[config.mk]
export PLATFORM = sky130hd
export DESIGN_NAME = spi_cmd_decoder_flat
export DESIGN_NICKNAME = d
export VERILOG_FILES = /design/src/rtl/spi_cmd_decoder_if.sv /design/src/rtl/spi_cmd_decoder.sv /design/src/flat_wrapper.sv
export SDC_FILE = /design/constraint.sdc
export NUM_CORES = 1
export LEC_CHECK = 0
export CAP_MARGIN = 20
export CORE_AREA = 2 2 98 100
export CTS_CLUSTER_DIAMETER = 200
export DETAILED_ROUTE_END_ITERATION = 16
export DIE_AREA = 0 0 100 102
export SYNTH_ARGS = -nofsm -noshare
export SYNTH_HDL_FRONTEND = slang
export SYNTH_SLANG_ARGS = --single-unit
[constraint.sdc]
create_clock -name i_Clk -period 3.2 [get_ports i_Clk]
set_clock_uncertainty 0.05 [all_clocks]
set_input_delay 0.64 -clock i_Clk [delete_from_list [all_inputs] [get_ports i_Clk]]
set_output_delay 0.64 -clock i_Clk [all_outputs]
set_load 0.005 [all_outputs]
[src/rtl/spi_cmd_decoder_if.sv]
// spi_cmd_decoder_if: byte stream in from spi_slave, RAM write port and playback control out.
interface spi_cmd_decoder_if #(
  parameter int ADDR_SIZE  = 8,
  parameter int DATA_WIDTH = 14
);
  logic                  i_RX_DV;
  logic [7:0]            i_RX_Byte;
  logic                  i_SPI_CS_n;
  logic                  o_Mem_WE;
  logic [ADDR_SIZE-1:0]  o_Mem_Addr;
  logic [DATA_WIDTH-1:0] o_Mem_Data;
  logic [ADDR_SIZE:0]    o_Samples;
  logic                  o_Fgen_En;
  logic                  o_Frame_Err;
  logic [7:0]            o_LED;
  modport slave (
    input  i_RX_DV, i_RX_Byte, i_SPI_CS_n,
    output o_Mem_WE, o_Mem_Addr, o_Mem_Data, o_Samples, o_Fgen_En, o_Frame_Err, o_LED
  );
  modport master (
    output i_RX_DV, i_RX_Byte, i_SPI_CS_n,
    input  o_Mem_WE, o_Mem_Addr, o_Mem_Data, o_Samples, o_Fgen_En, o_Frame_Err, o_LED
  );
endinterface

[src/rtl/spi_cmd_decoder.sv]
// spi_cmd_decoder: assembles 4-byte MSB-first SPI frames into command words and executes them.
module spi_cmd_decoder #(
  parameter int ADDR_SIZE  = 8,
  parameter int DATA_WIDTH = 14
) (
  input logic              i_Clk,
  input logic              i_Rst_L,
  spi_cmd_decoder_if.slave bus
);
  typedef enum logic {COLLECT, EXEC} state_t;
  state_t                state_q, state_d;
  logic [1:0]            byte_cnt_q, byte_cnt_d;
  logic [31:0]           word_q, word_d;
  logic                  cs_meta_q, cs_sync_q, cs_prev_q;
  logic                  mem_we_q, mem_we_d;
  logic [ADDR_SIZE-1:0]  mem_addr_q, mem_addr_d;
  logic [DATA_WIDTH-1:0] mem_data_q, mem_data_d;
  logic [ADDR_SIZE:0]    samples_q, samples_d;
  logic                  fgen_en_q, fgen_en_d;
  logic                  frame_err_q, frame_err_d;
  logic [7:0]            led_q, led_d;
  logic                  cs_rise, take, is_exec, wr_ok, run_ok, stop_ok, clr_ok, bad;
  logic [3:0]            op;
  logic [ADDR_SIZE-1:0]  addr;
  logic [ADDR_SIZE:0]    addr_inc;
  logic                  unused_bits;
  assign unused_bits = ^word_q[27:14+ADDR_SIZE];
  always_comb begin
    cs_rise     = cs_sync_q & ~cs_prev_q;
    take        = bus.i_RX_DV & ~cs_rise;
    byte_cnt_d  = cs_rise ? 2'd0 : take ? byte_cnt_q + 2'd1 : byte_cnt_q;
    word_d      = take ? {word_q[23:0], bus.i_RX_Byte} : word_q;
    state_d     = (take && byte_cnt_q == 2'd3) ? EXEC : COLLECT;
    is_exec     = state_q == EXEC;
    op          = word_q[31:28];
    addr        = word_q[14+ADDR_SIZE-1:14];
    addr_inc    = {1'b0, addr} + 1'b1;
    wr_ok       = is_exec && op == 4'd1 && !fgen_en_q;
    run_ok      = is_exec && op == 4'd2 && samples_q != '0;
    stop_ok     = is_exec && op == 4'd3;
    clr_ok      = is_exec && op == 4'd4 && !fgen_en_q;
    bad         = is_exec && !(wr_ok || run_ok || stop_ok || clr_ok);
    mem_we_d    = wr_ok;
    mem_addr_d  = wr_ok ? addr : mem_addr_q;
    mem_data_d  = wr_ok ? word_q[DATA_WIDTH-1:0] : mem_data_q;
    samples_d   = clr_ok ? '0 : (wr_ok && addr_inc > samples_q) ? addr_inc : samples_q;
    fgen_en_d   = run_ok ? 1'b1 : stop_ok ? 1'b0 : fgen_en_q;
    led_d       = wr_ok ? 8'd1 : run_ok ? 8'd2 : stop_ok ? 8'd4 : clr_ok ? 8'd8 : led_q;
    // an abort only matters once part of a frame has been collected
    frame_err_d = bad || (cs_rise && byte_cnt_q != 2'd0);
  end
  always_ff @(posedge i_Clk or negedge i_Rst_L) begin
    if (!i_Rst_L) begin
      state_q     <= COLLECT;
      byte_cnt_q  <= '0;
      word_q      <= '0;
      cs_meta_q   <= 1'b1;
      cs_sync_q   <= 1'b1;
      cs_prev_q   <= 1'b1;
      mem_we_q    <= 1'b0;
      mem_addr_q  <= '0;
      mem_data_q  <= '0;
      samples_q   <= '0;
      fgen_en_q   <= 1'b0;
      frame_err_q <= 1'b0;
      led_q       <= '0;
    end else begin
      state_q     <= state_d;
      byte_cnt_q  <= byte_cnt_d;
      word_q      <= word_d;
      cs_meta_q   <= bus.i_SPI_CS_n;
      cs_sync_q   <= cs_meta_q;
      cs_prev_q   <= cs_sync_q;
      mem_we_q    <= mem_we_d;
      mem_addr_q  <= mem_addr_d;
      mem_data_q  <= mem_data_d;
      samples_q   <= samples_d;
      fgen_en_q   <= fgen_en_d;
      frame_err_q <= frame_err_d;
      led_q       <= led_d;
    end
  end
  assign bus.o_Mem_WE    = mem_we_q;
  assign bus.o_Mem_Addr  = mem_addr_q;
  assign bus.o_Mem_Data  = mem_data_q;
  assign bus.o_Samples   = samples_q;
  assign bus.o_Fgen_En   = fgen_en_q;
  assign bus.o_Frame_Err = frame_err_q;
  assign bus.o_LED       = led_q;
endmodule
[src/flat_wrapper.sv]
// flat-port wrapper written by rule: the top's interface ports become plain ports
module spi_cmd_decoder_flat 
#(
  parameter int ADDR_SIZE  = 8,
  parameter int DATA_WIDTH = 14
)
  (i_Clk, i_Rst_L, bus_i_RX_DV, bus_i_RX_Byte, bus_i_SPI_CS_n, bus_o_Mem_WE, bus_o_Mem_Addr, bus_o_Mem_Data, bus_o_Samples, bus_o_Fgen_En, bus_o_Frame_Err, bus_o_LED);
  spi_cmd_decoder_if #(.ADDR_SIZE(ADDR_SIZE), .DATA_WIDTH(DATA_WIDTH)) bus_i ();
  input logic i_Clk;
  input logic i_Rst_L;
  input wire logic [$bits(bus_i.i_RX_DV)-1:0] bus_i_RX_DV;
  input wire logic [$bits(bus_i.i_RX_Byte)-1:0] bus_i_RX_Byte;
  input wire logic [$bits(bus_i.i_SPI_CS_n)-1:0] bus_i_SPI_CS_n;
  output wire logic [$bits(bus_i.o_Mem_WE)-1:0] bus_o_Mem_WE;
  output wire logic [$bits(bus_i.o_Mem_Addr)-1:0] bus_o_Mem_Addr;
  output wire logic [$bits(bus_i.o_Mem_Data)-1:0] bus_o_Mem_Data;
  output wire logic [$bits(bus_i.o_Samples)-1:0] bus_o_Samples;
  output wire logic [$bits(bus_i.o_Fgen_En)-1:0] bus_o_Fgen_En;
  output wire logic [$bits(bus_i.o_Frame_Err)-1:0] bus_o_Frame_Err;
  output wire logic [$bits(bus_i.o_LED)-1:0] bus_o_LED;
  assign bus_i.i_RX_DV = bus_i_RX_DV;
  assign bus_i.i_RX_Byte = bus_i_RX_Byte;
  assign bus_i.i_SPI_CS_n = bus_i_SPI_CS_n;
  assign bus_o_Mem_WE = bus_i.o_Mem_WE;
  assign bus_o_Mem_Addr = bus_i.o_Mem_Addr;
  assign bus_o_Mem_Data = bus_i.o_Mem_Data;
  assign bus_o_Samples = bus_i.o_Samples;
  assign bus_o_Fgen_En = bus_i.o_Fgen_En;
  assign bus_o_Frame_Err = bus_i.o_Frame_Err;
  assign bus_o_LED = bus_i.o_LED;
  spi_cmd_decoder #(.ADDR_SIZE(ADDR_SIZE), .DATA_WIDTH(DATA_WIDTH)) u_core (.i_Clk(i_Clk), .i_Rst_L(i_Rst_L), .bus(bus_i));
endmodule
# Word-level counts from Yosys, hierarchy flattened
# Cells that the tools add are included.
dict set report totals {
  latch_bits 0
  inputBits 12
  n_memories 0
  output_inout_bits 42
  ff_bits 80
  ramBits 0
  rom_bits 0
}
dict set report classes {
  shifts 0
  div 0
  add_sub_neg 2
  n_eq_ne 5
  n_mul 0
  magnitude_cmp 1
  mux 11
  bitwise 4
  n_reduce_logical 23
}
# operator count
set op_table {}
lappend op_table {{8-bit two-way mux} 4}
lappend op_table {{9-bit two-way mux} 2}
lappend op_table {{1-bit logical AND} 11}
lappend op_table {{8-bit by 1-bit adder with 9-bit output, second input constant} 1}
lappend op_table {{9-bit greater-than comparator} 1}
lappend op_table {{9-bit nonzero test} 1}
lappend op_table {{4-bit by 2-bit == test with 1-bit output, second input constant} 2}
lappend op_table {{2-bit nonzero test} 4}
lappend op_table {{4-bit by 1-bit == test with 1-bit output, second input constant} 1}
lappend op_table {{4-bit by 3-bit == test with 1-bit output, second input constant} 1}
lappend op_table {{1-bit logical OR} 4}
lappend op_table {{2-bit two-way mux} 2}
lappend op_table {{4-bit nonzero test} 1}
lappend op_table {{1-bit two-way mux} 3}
lappend op_table {{2-bit by 1-bit adder with 2-bit output, second input constant} 1}
lappend op_table {{1-bit bitwise AND} 2}
lappend op_table {{2-bit == test, second input constant} 1}
lappend op_table {{1-bit zero test} 2}
lappend op_table {{1-bit NOT} 2}

# Logic depth before layout (Yosys ltp)
# Gate-level depths: netlist of run 1.
dict set report logic_depth {
  ltp_word 9
  mapped_depth 10
  mapped_depth_nobuf 10
}

# Least setup slack after synthesis of run 1
# OpenSTA, ideal clock, no wires.
dict set report synth_path {
  path_kind {register to register}
  from {reg u_core.word_q[14]}
  to {reg u_core.samples_q[1], in the netlist u_core.bus.o_Samples[1]}
  setup_slack_ns 0.567
  setup_ns 0.125
  stages_incl_launch_ff 11
  arrival_time_ns 2.458
  cell_sequence {dfrtp_1 ha_1 nand3_1 nor2_1 and3_1 ha_1 nand4_1 a211oi_2 a2111oi_2 nor3_4 mux2_2}
}
dict set report synth_between {
  elab_chain_len 4
}
# element line_no
set synth_lines {}
lappend synth_lines {{start: declaration} spi_cmd_decoder.sv:13} ;# logic [31:0] word_q, word_d;
lappend synth_lines {{start signal: assignment} spi_cmd_decoder.sv:70} ;# word_q <= word_d;
lappend synth_lines {{8-bit by 1-bit adder with 9-bit output *} spi_cmd_decoder.sv:37} ;# addr_inc = {1'b0, addr} + 1'b1;
lappend synth_lines {{9-bit greater-than comparator} spi_cmd_decoder.sv:46} ;# samples_d = clr_ok ? '0 : (wr_ok && addr_inc > samples_q) ? addr_inc : samples_q;
lappend synth_lines {{1-bit logical AND} spi_cmd_decoder.sv:46}
lappend synth_lines {{2-bit nonzero test (no line)} --}
lappend synth_lines {{end signal: assignment} spi_cmd_decoder.sv:77} ;# samples_q <= samples_d;
lappend synth_lines {{end: declaration} spi_cmd_decoder.sv:18} ;# logic [ADDR_SIZE:0] samples_q, samples_d;
# Every way passes the cells marked *; elsewhere a longest branch is shown, timed or not. The select of a mux whose other input is x is not followed.
# A chain may end at the register's enable or synchronous reset.

# Worst setup path after layout of run 1
dict set report layout_path {
  from {reg u_core.word_q[14]}
  to {reg u_core.samples_q[4], in the netlist u_core.bus.o_Samples[4]}
}
# Same word-level chain as after synthesis.

==> results.sh, run 1 <==
export IMPL_max_cap_viol_count=0
export IMPL_p_leak_uw=0.001806
export IMPL_reg2reg_depth=10
export IMPL_p_seq_share_pct=46.2
export IMPL_vias=2040
export IMPL_die_area_um2=10200
export IMPL_synth_edff_count=0
export IMPL_power_switching_uw=852.8
export IMPL_critPathLaunchType="register"
export IMPL_initial_core_util_pct=34.40
export IMPL_ant_nets=0
export IMPL_finalSetupViolations=0
export IMPL_critPathKind="register to register"
export IMPL_status="complete, no violations"
export IMPL_grt_usage_pct=13.35
export IMPL_worst_pin_slew_ns=0.8264
export IMPL_clkLatencyLatePin_ns=0.34
export IMPL_hold_violations=0
export IMPL_route_met2_wl_mm=2.773
export IMPL_grt_pass1_vias=2064
export IMPL_crit_fanout=9
export IMPL_switching_share_pct=29.64
export IMPL_relSlewSlack_pct=44.90
export IMPL_place_gp_congestion=0.7968
export IMPL_area_growth_pct=25.84
export IMPL_syn_inst=261
export IMPL_ioPinCount=54
export IMPL_top_layer_used="met4"
export IMPL_ys_async_sr_fraction_pct=100.0
export IMPL_holdPathStages=0
export IMPL_wl_met3_um=252
export IMPL_p_clk_share_pct=24.7
export IMPL_wire_per_inst_um=14.30
export IMPL_drt_met1_wl_mm=3.042
export IMPL_synth_cell_types=37
export IMPL_syn_mean_instance_area_um2=12.00
export IMPL_holdWs_ns=0.3097
export IMPL_drive_gt1_share_pct=21.36
export IMPL_cts_sinks=72
export IMPL_hpwl_mm=4.268
export IMPL_cts_root_buf="clkbuf_8"
export IMPL_syn_area_um2=3133
export IMPL_cts_tree="built"
export IMPL_rsz0062_at_grt="no"
export IMPL_internal_power_uw=2024
export IMPL_cts_resized=0
export IMPL_synth_area_leaders="dfrtp_1 (55%), mux2_2 (15%), nand2_1 (6.1%), ha_1 (4.8%), dfstp_2 (2.5%)"
export IMPL_powerDensity_nw_per_um2=729.7
export IMPL_antenna_found_initial=0
export IMPL_ctsHoldBuffers=0
export IMPL_htree_levels=3
export IMPL_yosysWarnings=0
export IMPL_fp_dieH_um=102
export IMPL_endpoint_kind="register"
export IMPL_final_fill_count=885
export IMPL_dr_first_iter_drc_count=79
export IMPL_io_buffers=49
export IMPL_synth_top_area_share_pct=55.11
export IMPL_num_antenna_cells=0
export IMPL_synthFlopType="dfrtp_1"
export IMPL_numCtsBuffers=9
export IMPL_period_needed_ns=2.901
export IMPL_synth_cells_most_frequent="dfrtp_1 (69), nand2_1 (51), mux2_2 (43)"
export IMPL_min_period_over_period_pct=90.65
export IMPL_clk_path_buf_depth=2
export IMPL_hold_path_class="register to register"
export IMPL_wl_mm=6.205
export IMPL_dr_pass1_iters=4
export IMPL_design_area_um2=3943
export IMPL_cp_required_ns=3.38
export IMPL_grt_max_degree=38
export IMPL_yosysMostFrequentCell="dfrtp_1"
export IMPL_ys_ff_latch=72
export IMPL_power_frac_comb_pct=29.1
export IMPL_num_rows=35
export IMPL_arrival_ns=3.08
export IMPL_path_clk_slew_ns=0.07
export IMPL_coreArea_um2=9109
export IMPL_fmax_mhz=344.7
export IMPL_ys_seq_area_share_pct=57.63
export IMPL_fp_dieW_um=100
export IMPL_vdd_ir_drop_max_mv=0.3576
export IMPL_placed_cell_area_um2=3751
export IMPL_timing_setup_tns_ns=0
export IMPL_post_cts_buffers=0
export IMPL_grt_first_pass_wirelength_mm=10.52
export IMPL_yosys_area_top_type="dfrtp_1"
export IMPL_nNetsFinal=342
export IMPL_overflow=0
export IMPL_slew_violations=0
export IMPL_post_route_drc_count=0
export IMPL_fin_util_pct=43.28
export IMPL_vias_per_cell=4.700
state kept, by name, summed over array words and instances (netlist names):
| name | cells |
|---|---|
| u_core.word_q | 28 |
| u_core.bus.o_Mem_Data | 14 |
| u_core.bus.o_Samples | 9 |
| u_core.bus.o_Mem_Addr | 8 |
| u_core.bus.o_LED | 4 |
| u_core.byte_cnt_q | 2 |
| u_core.bus.o_Fgen_En | 1 |
| u_core.bus.o_Frame_Err | 1 |
| u_core.bus.o_Mem_WE | 1 |
| u_core.cs_meta_q | 1 |
| u_core.cs_prev_q | 1 |
| u_core.cs_sync_q | 1 |
| u_core.is_exec | 1 |
layer usage:
layer,global-route usage [%],up-vias
met4,7.271,0
met2,20.01,49
met5,0,-
met3,2.941,12
met1,18.18,986
li1,-,993
placed cells by master, fill, tap and decap left out, drive strengths merged, types with 4 or more instances in the layout:
cell	synthesis	layout
nor2	14	14
dfrtp	69	69
a21oi	4	4
clkdlybuf4s50	0	48
ha	12	12
conb	1	4
mux2	43	43
nand2	51	51
buf	8	4
nand3	6	6
inv	11	11
clkbuf	1	13
xnor2	4	4
logic make-up (layout without fill, tap and decap cells):
kind of cell | Yosys count | in the layout | share of synthesized area, %
xor gates and xnor gates | 7 | 7 | 1.957
and+or+nand+nor | 88 | 88 | 12.78
DFF | 72 | 72 | 57.63
AOI/OAI and AO/OA | 14 | 14 | 3.395
adders and majority gates | 12 | 12 | 4.792
buffers and inverters | 22 | 81 | 3.235
other | 1 | 4 | 0.1197
muxes | 45 | 45 | 16.09
worst paths after layout:
kind | from | end | slack [ns]
max | u_core.word_q[14]$_DFFE_PN0P_ | u_core.bus.o_Samples[4]$_DFFE_PN0P_ | 0.30
min | u_core.cs_meta_q$_DFF_PN1_ | u_core.cs_sync_q$_DFF_PN1_ | 0.31
max reg2reg | u_core.word_q[14]$_DFFE_PN0P_ | u_core.bus.o_Samples[4]$_DFFE_PN0P_ | 0.30
min reg2reg | u_core.cs_meta_q$_DFF_PN1_ | u_core.cs_sync_q$_DFF_PN1_ | 0.31
max in group asynchronous | i_Rst_L | u_core.cs_sync_q$_DFF_PN1_ | 2.02
min in group asynchronous | i_Rst_L | u_core.word_q[5]$_DFFE_PN0P_ | 0.34
final cells by class:
| cell class | instances | area, um2 | area share (%) |
|---|---|---|---|
| inverter | 13 | 48.80 | 1.238 |
| sequential | 72 | 1805 | 45.79 |
| multi-input combinational | 170 | 1237 | 31.39 |
| timing repair buffer | 52 | 520.5 | 13.20 |
| clock buffer | 13 | 148.9 | 3.777 |
| tap | 111 | 138.9 | 3.523 |
| clock inverter | 3 | 42.54 | 1.079 |
through the flow:
| stage | total power [uW] | cells | setup WS [ns] |
|---|---|---|---|
| detailed placement | 2201 | 418 | 0.2905 |
| global placement | 2179 | 418 | 0.3605 |
| floorplan | 1755 | 264 | 0.5669 |
| finish | 2877 | 434 | 0.2993 |
| global route | 3093 | 434 | 0.1459 |
| CTS | 2929 | 434 | 0.2803 |
power by group through the flow:
stage | clock (uW) | sequential, uW | combinational [uW]
3_5_place_dp | 0 | 1350 | 850
4_1_cts | 739 | 1330 | 855
6_report | 709 | 1330 | 838
3_3_place_gp | 0 | 1340 | 836
5_1_grt | 774 | 1370 | 951
2_1_floorplan | 0 | 1310 | 446
worst max-delay path, stage by stage, from the launching register on:
cell and delay, ns:
dfrtp_1 0.47, ha_1 0.26, nand3_1 0.12, nor2_1 0.08, and3_1 0.19, ha_1 0.33, nand4_1 0.17, a211oi_2 0.26
a2111oi_2 0.09, nor3_4 0.38, mux2_2 0.39
Note: power is estimated with default switching activity, not from simulation.
==> run 2: changes to the inputs <==
--- a/config.mk
+++ b/config.mk
@@ -10,6 +10,8 @@
 export CTS_CLUSTER_DIAMETER = 200
 export DETAILED_ROUTE_END_ITERATION = 16
 export DIE_AREA = 0 0 100 102
+export PLACE_DENSITY = 0.58
+export REMOVE_ABC_BUFFERS = 1
 export SYNTH_ARGS = -nofsm -noshare
 export SYNTH_HDL_FRONTEND = slang
 export SYNTH_SLANG_ARGS = --single-unit
==> run 2 against run 1 <==
Net effect: fmax fell by 0.35%; setup slack got worse by 0.010 ns; die area did not move.
==> results.sh, run 2 (synthesis gave the netlist of run 1 again) <==
export IMPL_reg2reg_depth=10
export IMPL_num_rows=35
export IMPL_num_antenna_cells=0
export IMPL_holdWs_ns=0.3083
export IMPL_max_cap_viol_count=0
export IMPL_final_common_cell="dfrtp_1"
export IMPL_coreArea_um2=9109
export IMPL_final_fill_count=903
export IMPL_holdPathStages=0
export IMPL_vias_per_cell=4.672
export IMPL_place_gp_congestion=0.7817
export IMPL_numCtsBuffers=9
export IMPL_drive_gt1_share_pct=21.74
export IMPL_cp_required_ns=3.37
export IMPL_antenna_found_initial=0
export IMPL_powerDensity_nw_per_um2=717.1
export IMPL_fp_dieW_um=100
export IMPL_critPathLaunchType="register"
export IMPL_dr_pass1_iters=4
export IMPL_critPathKind="register to register"
export IMPL_grt_usage_pct=12.96
export IMPL_post_route_drc_count=0
export IMPL_setup_ws_ns=0.2892
export IMPL_vias=2023
export IMPL_cts_sinks=72
export IMPL_cts_root_buf="clkbuf_8"
export IMPL_clkLatencyLatePin_ns=0.34
export IMPL_ant_nets=0
export IMPL_arrival_ns=3.08
export IMPL_relSlewSlack_pct=40.36
export IMPL_clk_path_buf_depth=2
export IMPL_fmax_mhz=343.5
export IMPL_period_needed_ns=2.911
export IMPL_largest_reg_flops=28
export IMPL_grt_first_pass_wirelength_mm=10.09
export IMPL_finalSetupViolations=0
export IMPL_mostFrequentLayoutCells="dfrtp_1 (69), nand2_1 (51), clkdlybuf4s50_1 (48)"
export IMPL_io_buffers=49
export IMPL_hpwl_mm=4.154
export IMPL_vdd_ir_drop_max_mv=0.2351
export IMPL_initial_core_util_pct=34.40
export IMPL_r2r_start="u_core.word_q[14]$_DFFE_PN0P_"
export IMPL_ioPinCount=54
export IMPL_nNetsFinal=341
export IMPL_r2r_slack_ns=0.29
export IMPL_r2r_end="u_core.bus.o_Samples[5]$_DFFE_PN0P_"
export IMPL_hold_violations=0
export IMPL_cts_resized=0
export IMPL_area_growth_pct=24.72
export IMPL_top_register="u_core.word_q"
export IMPL_post_cts_buffers=0
export IMPL_worst_pin_slew_ns=0.8947
export IMPL_status="complete, no violations"
export IMPL_ctsHoldBuffers=0
export IMPL_design_area_um2=3908
export IMPL_die_area_um2=10200
export IMPL_place_ws_ns=0.2979
export IMPL_path_clk_slew_ns=0.08
export IMPL_timing_setup_tns_ns=0
export IMPL_hold_path_class="register to register"
export IMPL_slew_violations=0
export IMPL_placed_cell_area_um2=3734
export IMPL_endpoint_kind="register"
export IMPL_grt_pass1_vias=2041
export IMPL_wl_mm=6.130
export IMPL_p_leak_uw=0.001785
export IMPL_htree_levels=3
export IMPL_worstHoldStart="u_core.cs_meta_q$_DFF_PN1_"
export IMPL_min_period_over_period_pct=90.96
export IMPL_grt_max_degree=73
export IMPL_wire_per_inst_um=14.16
export IMPL_crit_fanout=9
export IMPL_fp_dieH_um=102
export IMPL_overflow=0
export IMPL_dr_first_iter_drc_count=53
export IMPL_cts_tree="built"
export IMPL_hold_end="u_core.cs_sync_q$_DFF_PN1_"
export IMPL_rsz0062_at_grt="no"
==> run 2: changes by cell type in the layout (fill, tap and decap cells not counted), sizes merged <==
cell / change
clkinvlp: +2
clkbuf: -2
clkinv: +1
bufinv: -1
buf: -1
==> run 2: worst max-delay path by stage <==
| stage | startpoint | to | slack, ns | depth (start not counted) |
|---|---|---|---|---|
| floorplan | u_core.word_q[14]$_DFFE_PN0P_ | u_core.bus.o_Samples[1]$_DFFE_PN0P_ | 0.57 | 10 |
| global placement | u_core.word_q[14]$_DFFE_PN0P_ | u_core.bus.o_Samples[7]$_DFFE_PN0P_ | 0.36 | 10 |
| detailed placement | u_core.word_q[14]$_DFFE_PN0P_ | u_core.bus.o_Samples[5]$_DFFE_PN0P_ | 0.30 | 10 |
| CTS | u_core.word_q[14]$_DFFE_PN0P_ | u_core.bus.o_Samples[5]$_DFFE_PN0P_ | 0.28 | 10 |
| global route | u_core.word_q[14]$_DFFE_PN0P_ | u_core.bus.o_Samples[2]$_DFFE_PN0P_ | 0.05 | 10 |
| finish | u_core.word_q[14]$_DFFE_PN0P_ | u_core.bus.o_Samples[5]$_DFFE_PN0P_ | 0.29 | 10 |
==> run 2: power by group <==
part / leakage, uW / switching [uW] / internal, uW / total, uW
combinational: 0.000781 / 344 / 500 / 844
clock: 0.0000813 / 336 / 300 / 636
sequential: 0.000923 / 182 / 1140 / 1320
total: 0.00179 / 862 / 1940 / 2800
==> run 2: final cells by class <==
| type | count | area, um2 | share of cell area [%] |
|---|---|---|---|
| multi-input cells | 170 | 1237 | 31.67 |
| repair buffers | 51 | 503.0 | 12.87 |
| flip-flops and latches | 72 | 1805 | 46.21 |
| well taps | 111 | 138.9 | 3.554 |
| clock inverters | 5 | 32.53 | 0.8325 |
| inverters | 13 | 48.80 | 1.249 |
| clock buffers | 11 | 141.4 | 3.618 |
==> run 2: critical path, cell delays in order (launching register included) <==
cell	delay (ns)
dfrtp_1	0.46
ha_1	0.26
nand3_1	0.12
nor2_1	0.07
and3_1	0.19
ha_1	0.33
nand4_1	0.17
a211oi_2	0.26
a2111oi_2	0.09
nor3_4	0.40
mux2_2	0.39
==> run 2: metrics by stage <==
stage               util (%)  total power, uW  cells
detailed placement     40.99             2198    417
CTS                    42.90             2850    433
floorplan                  -             1750    255
finish                 42.90             2802    433
global route           42.90             3008    433
global placement       40.99             2178    417
==> run 2: per-layer routing <==
metal  global-route usage (%)  up-vias  wire (um)
met5                        0        -          0
met4                    6.322        0        127
met3                    2.941       11        253
met2                    19.96       47       2751
met1                    17.43      980       2997
li1                         -      985          -
